### src/rtl/noc_pkg.sv
// Shared NoC router definitions: port indices, crossbar select codes and the port enum
// used by the route allocator, the crossbar and the input FIFOs.
package noc_pkg;

    localparam int NUM_PORTS = 5;

    // Bit positions in the 5-bit per-port vectors
    localparam int IDX_N = 4;
    localparam int IDX_S = 3;
    localparam int IDX_E = 2;
    localparam int IDX_W = 1;
    localparam int IDX_L = 0;

    localparam logic [2:0] SEL_N    = 3'd0;
    localparam logic [2:0] SEL_S    = 3'd1;
    localparam logic [2:0] SEL_E    = 3'd2;
    localparam logic [2:0] SEL_W    = 3'd3;
    localparam logic [2:0] SEL_L    = 3'd4;
    localparam logic [2:0] SEL_IDLE = 3'b111;

    typedef enum logic [2:0] {
        PORT_N    = SEL_N,
        PORT_S    = SEL_S,
        PORT_E    = SEL_E,
        PORT_W    = SEL_W,
        PORT_L    = SEL_L,
        PORT_IDLE = SEL_IDLE
    } port_e;

    // Bit index runs N=4..L=0 while select codes run N=0..L=4
    function automatic logic [2:0] sel_code(input int idx);
        return 3'(IDX_N - idx);
    endfunction

endpackage

### src/rtl/noc_rr_arbiter.sv
// 5-way round-robin arbiter with a one-hot priority pointer; the granted
// requester becomes lowest priority when adv_i is asserted.
module noc_rr_arbiter
    import noc_pkg::*;
(
    input  logic                 clk,
    input  logic                 rst_n,
    input  logic [NUM_PORTS-1:0] req_i,
    input  logic                 adv_i,
    output logic [NUM_PORTS-1:0] gnt_o
);

    logic [NUM_PORTS-1:0] ptr;
    logic [NUM_PORTS-1:0] ptr_nxt;
    int                   start;
    int                   idx;
    logic                 found;

    // Search downward from the pointer (N, S, E, W, L order), wrapping L -> N
    always_comb begin
        gnt_o = '0;
        start = 0;
        idx   = 0;
        found = 1'b0;
        for (int j = 0; j < NUM_PORTS; j++)
            if (ptr[j]) start = j;
        for (int k = 0; k < NUM_PORTS; k++) begin
            idx = (start - k + NUM_PORTS) % NUM_PORTS;
            if (!found && req_i[idx]) begin
                gnt_o[idx] = 1'b1;
                found      = 1'b1;
            end
        end
    end

    // Next highest priority is the port just below the winner
    assign ptr_nxt = {gnt_o[0], gnt_o[NUM_PORTS-1:1]};

    always_ff @(posedge clk or negedge rst_n) begin
        if (!rst_n)
            ptr <= NUM_PORTS'(1) << IDX_N;
        else if (adv_i && (|gnt_o))
            ptr <= ptr_nxt;
    end

endmodule

### src/rtl/noc_route_alloc.sv
// Dimension-ordered route decode, per-output round-robin allocation and
// credit tracking for one mesh router node; illegal heads are dropped and counted.
module noc_route_alloc
    import noc_pkg::*;
#(
    parameter int                   COORD_W = 4,
    parameter int                   XCOORD  = 1,
    parameter int                   YCOORD  = 1,
    parameter logic [NUM_PORTS-1:0] PORT_EN = 5'b11111,
    parameter int                   CREDITS = 4,
    parameter bit                   Y_FIRST = 1'b1,
    parameter int                   DROP_W  = 16
) (
    input  logic                           clk,
    input  logic                           rst_n,
    input  logic [NUM_PORTS*2*COORD_W-1:0] dest_i,
    input  logic [NUM_PORTS-1:0]           valid_i,
    input  logic [NUM_PORTS-1:0]           credit_ret_i,
    output logic [NUM_PORTS-1:0]           remove_o,
    output logic [NUM_PORTS-1:0]           credit_inc_o,
    output logic [NUM_PORTS-1:0]           enable_o,
    output logic [NUM_PORTS*3-1:0]         select_o,
    output logic [DROP_W-1:0]              drop_count_o
);

    localparam int                 CW = $clog2(CREDITS + 1);
    localparam int                 DW = 2 * COORD_W;
    localparam logic [COORD_W-1:0] XC = COORD_W'(XCOORD);
    localparam logic [COORD_W-1:0] YC = COORD_W'(YCOORD);

    logic [NUM_PORTS-1:0][COORD_W-1:0]   dx, dy;
    logic [NUM_PORTS-1:0][2:0]           want;
    logic [NUM_PORTS-1:0]                bad, turn_bad, drop;
    logic [NUM_PORTS-1:0][NUM_PORTS-1:0] req, elig, gnt;   // [output][input]
    logic [NUM_PORTS-1:0]                grant_any;
    logic [NUM_PORTS-1:0][CW-1:0]        credit;
    logic [2:0]                          n_drop;
    logic [DROP_W:0]                     drop_sum;

    for (genvar i = 0; i < NUM_PORTS; i++) begin : g_dest
        assign dx[i] = dest_i[i*DW+COORD_W +: COORD_W];
        assign dy[i] = dest_i[i*DW +: COORD_W];
    end

    always_comb begin
        want     = '0;
        bad      = '0;
        turn_bad = '0;
        drop     = '0;
        req      = '0;
        for (int i = 0; i < NUM_PORTS; i++) begin
            if (Y_FIRST) begin
                if      (dy[i] < YC) want[i] = 3'(IDX_N);
                else if (dy[i] > YC) want[i] = 3'(IDX_S);
                else if (dx[i] > XC) want[i] = 3'(IDX_E);
                else if (dx[i] < XC) want[i] = 3'(IDX_W);
                else                 want[i] = 3'(IDX_L);
                turn_bad[i] = (i == IDX_E || i == IDX_W) && (dy[i] != YC);
            end else begin
                if      (dx[i] > XC) want[i] = 3'(IDX_E);
                else if (dx[i] < XC) want[i] = 3'(IDX_W);
                else if (dy[i] < YC) want[i] = 3'(IDX_N);
                else if (dy[i] > YC) want[i] = 3'(IDX_S);
                else                 want[i] = 3'(IDX_L);
                turn_bad[i] = (i == IDX_N || i == IDX_S) && (dx[i] != XC);
            end
            // want == own index covers both U-turns and an L head addressed to this node
            bad[i] = (want[i] == 3'(i)) || turn_bad[i] || !PORT_EN[want[i]] || !PORT_EN[i];
            drop[i] = valid_i[i] && bad[i];
            if (valid_i[i] && !bad[i])
                req[want[i]][i] = 1'b1;
        end
    end

    for (genvar p = 0; p < NUM_PORTS; p++) begin : g_out
        assign elig[p]      = req[p] & {NUM_PORTS{credit[p] != '0}};
        assign grant_any[p] = |gnt[p];

        noc_rr_arbiter u_arb (
            .clk   (clk),
            .rst_n (rst_n),
            .req_i (elig[p]),
            .adv_i (grant_any[p]),
            .gnt_o (gnt[p])
        );

        // Simultaneous send and return cancel; a return at full depth is ignored
        always_ff @(posedge clk or negedge rst_n) begin
            if (!rst_n)
                credit[p] <= CW'(CREDITS);
            else if (grant_any[p] && !credit_ret_i[p])
                credit[p] <= credit[p] - CW'(1);
            else if (!grant_any[p] && credit_ret_i[p] && credit[p] != CW'(CREDITS))
                credit[p] <= credit[p] + CW'(1);
        end
    end

    always_comb begin
        remove_o = '0;
        enable_o = '0;
        select_o = {NUM_PORTS{SEL_IDLE}};
        if (rst_n) begin
            remove_o = drop;
            for (int p = 0; p < NUM_PORTS; p++) begin
                enable_o[p] = grant_any[p];
                for (int i = 0; i < NUM_PORTS; i++)
                    if (gnt[p][i]) begin
                        select_o[p*3 +: 3] = sel_code(i);
                        remove_o[i]        = 1'b1;
                    end
            end
        end
    end

    assign credit_inc_o = remove_o;

    assign n_drop   = 3'($countones(drop));
    assign drop_sum = {1'b0, drop_count_o} + (DROP_W + 1)'(n_drop);

    always_ff @(posedge clk or negedge rst_n) begin
        if (!rst_n)
            drop_count_o <= '0;
        else
            drop_count_o <= drop_sum[DROP_W] ? '1 : drop_sum[DROP_W-1:0];
    end

endmodule
### config.mk
export PLATFORM = sky130hd
export DESIGN_NAME = noc_route_alloc
export DESIGN_NICKNAME = d
export VERILOG_FILES = /design/src/rtl/noc_pkg.sv /design/src/rtl/noc_rr_arbiter.sv /design/src/rtl/noc_route_alloc.sv
export SDC_FILE = /design/constraint.sdc
export NUM_CORES = 1
export LEC_CHECK = 0
export BUFFER_PORTS_ARGS = -buffer_cell sky130_fd_sc_hd__buf_2
export CAP_MARGIN = 40
export CORE_ASPECT_RATIO = 1.4
export CORE_MARGIN = 2
export CORE_UTILIZATION = 61
export DETAILED_ROUTE_END_ITERATION = 8
export HOLD_SLACK_MARGIN = 0.15
export PLACE_DENSITY = 0.83
export SLEW_MARGIN = 40
export SYNTH_ARGS = -nofsm -noshare
export SYNTH_HDL_FRONTEND = slang
export SYNTH_HIERARCHICAL = 1
export SYNTH_SLANG_ARGS = --single-unit
### constraint.sdc
create_clock -name clk -period 5.5 [get_ports clk]
set_clock_uncertainty 0.2 [all_clocks]
set_input_delay 0.55 -clock clk [delete_from_list [all_inputs] [get_ports clk]]
set_output_delay 0.55 -clock clk [all_outputs]
set_load 0.05 [all_outputs]
==> key figures <==
Run status
  • Status: complete, no violations

Logic synthesis
  • Number of synthesized flops with an enable pin: 0
  • Top cells by count, synth: nand2_1, inv_1, o21ai_0
  • Cell taking the most area after synthesis: dfrtp_1
  • Yosys top cell area share: 0.1187
  • Yosys cell types: 75
  • Mapped Avg Cell Area: ~8 µm²
  • Cell with the most instances after synthesis: nand2_1
  • Register area share after synthesis: 0.1491
  • Post-Syn Area: approximately 8600 µm²
  • Synth Flop Type: dfrtp_1
  • Asr flop ratio synth: 1.000
  • Seq cells post-synth: 51
  • Mapped Cells: about 1100
  • Largest cells by area after synthesis: dfrtp_1, ha_1, mux2i_1, nand2_1, inv_1
  • Ys Warns: 6

Setup path
  • Crit end category: output pin
  • Critical R2R Launch: g_out[1].u_arb/ptr[2]$_DFFE_PN0P_
  • Flop2flop setup slack: ~0.38 ns
  • Crit path DAT: ~4.6 ns
  • Crit path launch type: flop
  • Crit path kind: flop to output pin
  • Worst reg2reg path depth: 18
  • Reg2reg end: credit[5]$_DFFE_PN1P_
  • Crit path required time: 4.75 ns
  • Worst Path Max Fanout: 7

Worst hold path
  • Hold Crit Class: flop to flop
  • Hold path depth: 1
  • Hold path endpoint: credit[3]$_DFFE_PN0P_
  • Hold wc startpoint: credit[3]$_DFFE_PN0P_

Route
  • Initial drt markers: 889
  • Via count: just under 10000
  • Drt pass-1 iters: 5
  • DR DRC count: 0
  • Vias/cell: ~6.7
  • Antenna Nets Post-Route: 0
  • Routed WL: 27.76 mm
  • DR WL/cell: 18.93 µm

Run
  • Max-Cap Viols: 0

Clock network
  • Sink Count: slightly above 50
  • Post-CTS setup buffer count: 0
  • Num CTS Buffers: 5
  • Clk root buf: clkbuf_16
  • # H-tree levels: 2
  • Clk pin slew, worst setup/hold paths: approximately 0.07 ns
  • Clk Latency, worst-skew pair: 0.30 ns
  • Max clock buf depth: 2
  • CTS tree: done

Floorplanning
  • Num rows: 51
  • Die H: around 140 µm
  • Top Ports: 98
  • Initial core utilization: 0.6214
  • Core area: about 14000 µm²
  • Die W: ~100 µm
  • Die area: 15150 µm²

Timing
  • Slew @ Worst Pin: ~0.74 ns
  • Setup TNS: 0 ns
  • Final cycle utilization of the critical path: 0.9723
  • Max-slew violation count: 0
  • Worst hold margin: between 0.3 and 0.4 ns
  • Unrepaired setup endpoints after global routing: false
  • Hold Vio Cnt, Final: 0
  • Clock period minus final worst setup slack: around 5.3 ns
  • Final setup fails: 0
  • Fmax: roughly 0.19 GHz
  • Rel. slew slack: 0.5052

Place
  • GPL Wtd Cong: 1.101
  • # port buffers: slightly below 100
  • Final HPWL from detailed placement: between 20 and 25 mm
  • DP Area: ~9800 µm²

Finish
  • Nets: 1384
  • Utilization after layout: 0.7256
  • Fillers: approximately 1100
  • Cell area after layout: between 10000 and 15000 µm²
  • Proportion of layout cells with a drive suffix above 1: 0.2170
  • Synthesis-to-layout area growth: 16.76%

GRT
  • GRT Total Usage: 0.3529
  • Largest net degree at the start of global routing: 52
  • Vias in the first global route: about 9400
  • Initial antenna violation count: 0
  • Grt total ovfl: 0
  • First-pass GRT wire length: ~44 mm
## sequential cells by signal, summed over array words and instances (netlist names)
register / count
g_out.u_arb/ptr: 20
drop_count_o: 16
credit: 15
## stage by stage
stage,std cells,setup slack (ns)
floorplan,1160,0.05499
global placement,1456,0.2577
detailed placement,1457,0.1878
CTS,1466,0.1442
global route,1466,0.004008
finish,1467,0.1525
## kinds of logic (layout without fill, tap and decap cells)
kind of cell / Yosys count / after routing / share of synthesized area
adders and majority gates: 52 / 52 / 0.08221
and+or+nand+nor: 467 / 467 / 0.3319
buffers and inverters: 141 / 262 / 0.06730
other: 6 / 59 / 0.002605
AOI/OAI and AO/OA: 311 / 311 / 0.2733
muxes: 58 / 58 / 0.07135
DFF: 51 / 51 / 0.1491
xor gates and xnor gates: 22 / 22 / 0.02229
## per-layer routing
metal,part of all wire,GRT usage,wire length [µm],up-vias
met2,0.48,0.6323,13420,606
met5,0,0,0,-
met1,0.37,0.3986,10330,4565
li1,-,-,-,4510
met4,0.058,0.2098,1622,0
met3,0.086,0.05374,2389,148
## how the worst max path moves through the flow
stage / start / end / slack, ns / depth (start not counted)
after global placement: dest_i[27] / credit_inc_o[0] / 0.26 / 14
after floorplan: g_out[0].u_arb/ptr[1]$_DFFE_PN0P_ / select_o[0] / 0.05 / 15
final: g_out[1].u_arb/ptr[2]$_DFFE_PN0P_ / credit_inc_o[4] / 0.15 / 14
after global routing: g_out[3].u_arb/ptr[2]$_DFFE_PN0P_ / enable_o[3] / 0.004 / 15
after detailed placement: dest_i[22] / credit[1]$_DFFE_PN0P_ / 0.19 / 16
after CTS: g_out[1].u_arb/ptr[2]$_DFFE_PN0P_ / select_o[3] / 0.14 / 15
## critical path: stages (launching register included)
cell     delay (ns)
dfrtp_1        0.50
nor2b_1        0.12
o21ai_0        0.28
inv_1          0.14
ha_1           0.27
xor2_1         0.19
o31ai_2        0.51
mux2i_1        0.28
o21ai_0        0.27
o21ai_0        0.14
a31oi_1        0.24
inv_1          0.15
or4_2          0.66
o31a_1         0.32
buf_2          0.23
## cell type report
cell class,instances,area [µm²],share of cell area
multi-input combinational,968,7072,0.7006
sequential,51,1289,0.1277
timing repair buffer,154,930.9,0.09223
inverter,100,375.4,0.03719
tap,185,231.5,0.02293
clock buffer,5,125.1,0.01240
clock inverter,3,67.56,0.006694
antenna,1,2.502,0.0002479
## cell usage in the layout (no fill, tap or decap), types with 19 or more instances in the layout
cell and count:
buf_2 96, a211oi_1 21, mux2i_1 44, and3_1 32, ha_1 44, a21oi_1 32, nor2b_1 25, conb_1 58
nand4_1 19, o31ai_1 39, inv_1 92, buf_4 56, nor2_1 51, o21ai_0 55, dfrtp_1 41, nand2_1 107
nand2b_1 26, nand3_1 33, nor3_1 19
## timing repair
action,4_1_cts,5_1_grt
hold endpoints to repair,13,0
gates resized for setup,0,12
hold buffers,1,0
setup endpoints to repair,0,19
Power is not shown: default switching activity piles up to over one toggle a cycle in this logic, so the estimate is an artifact.
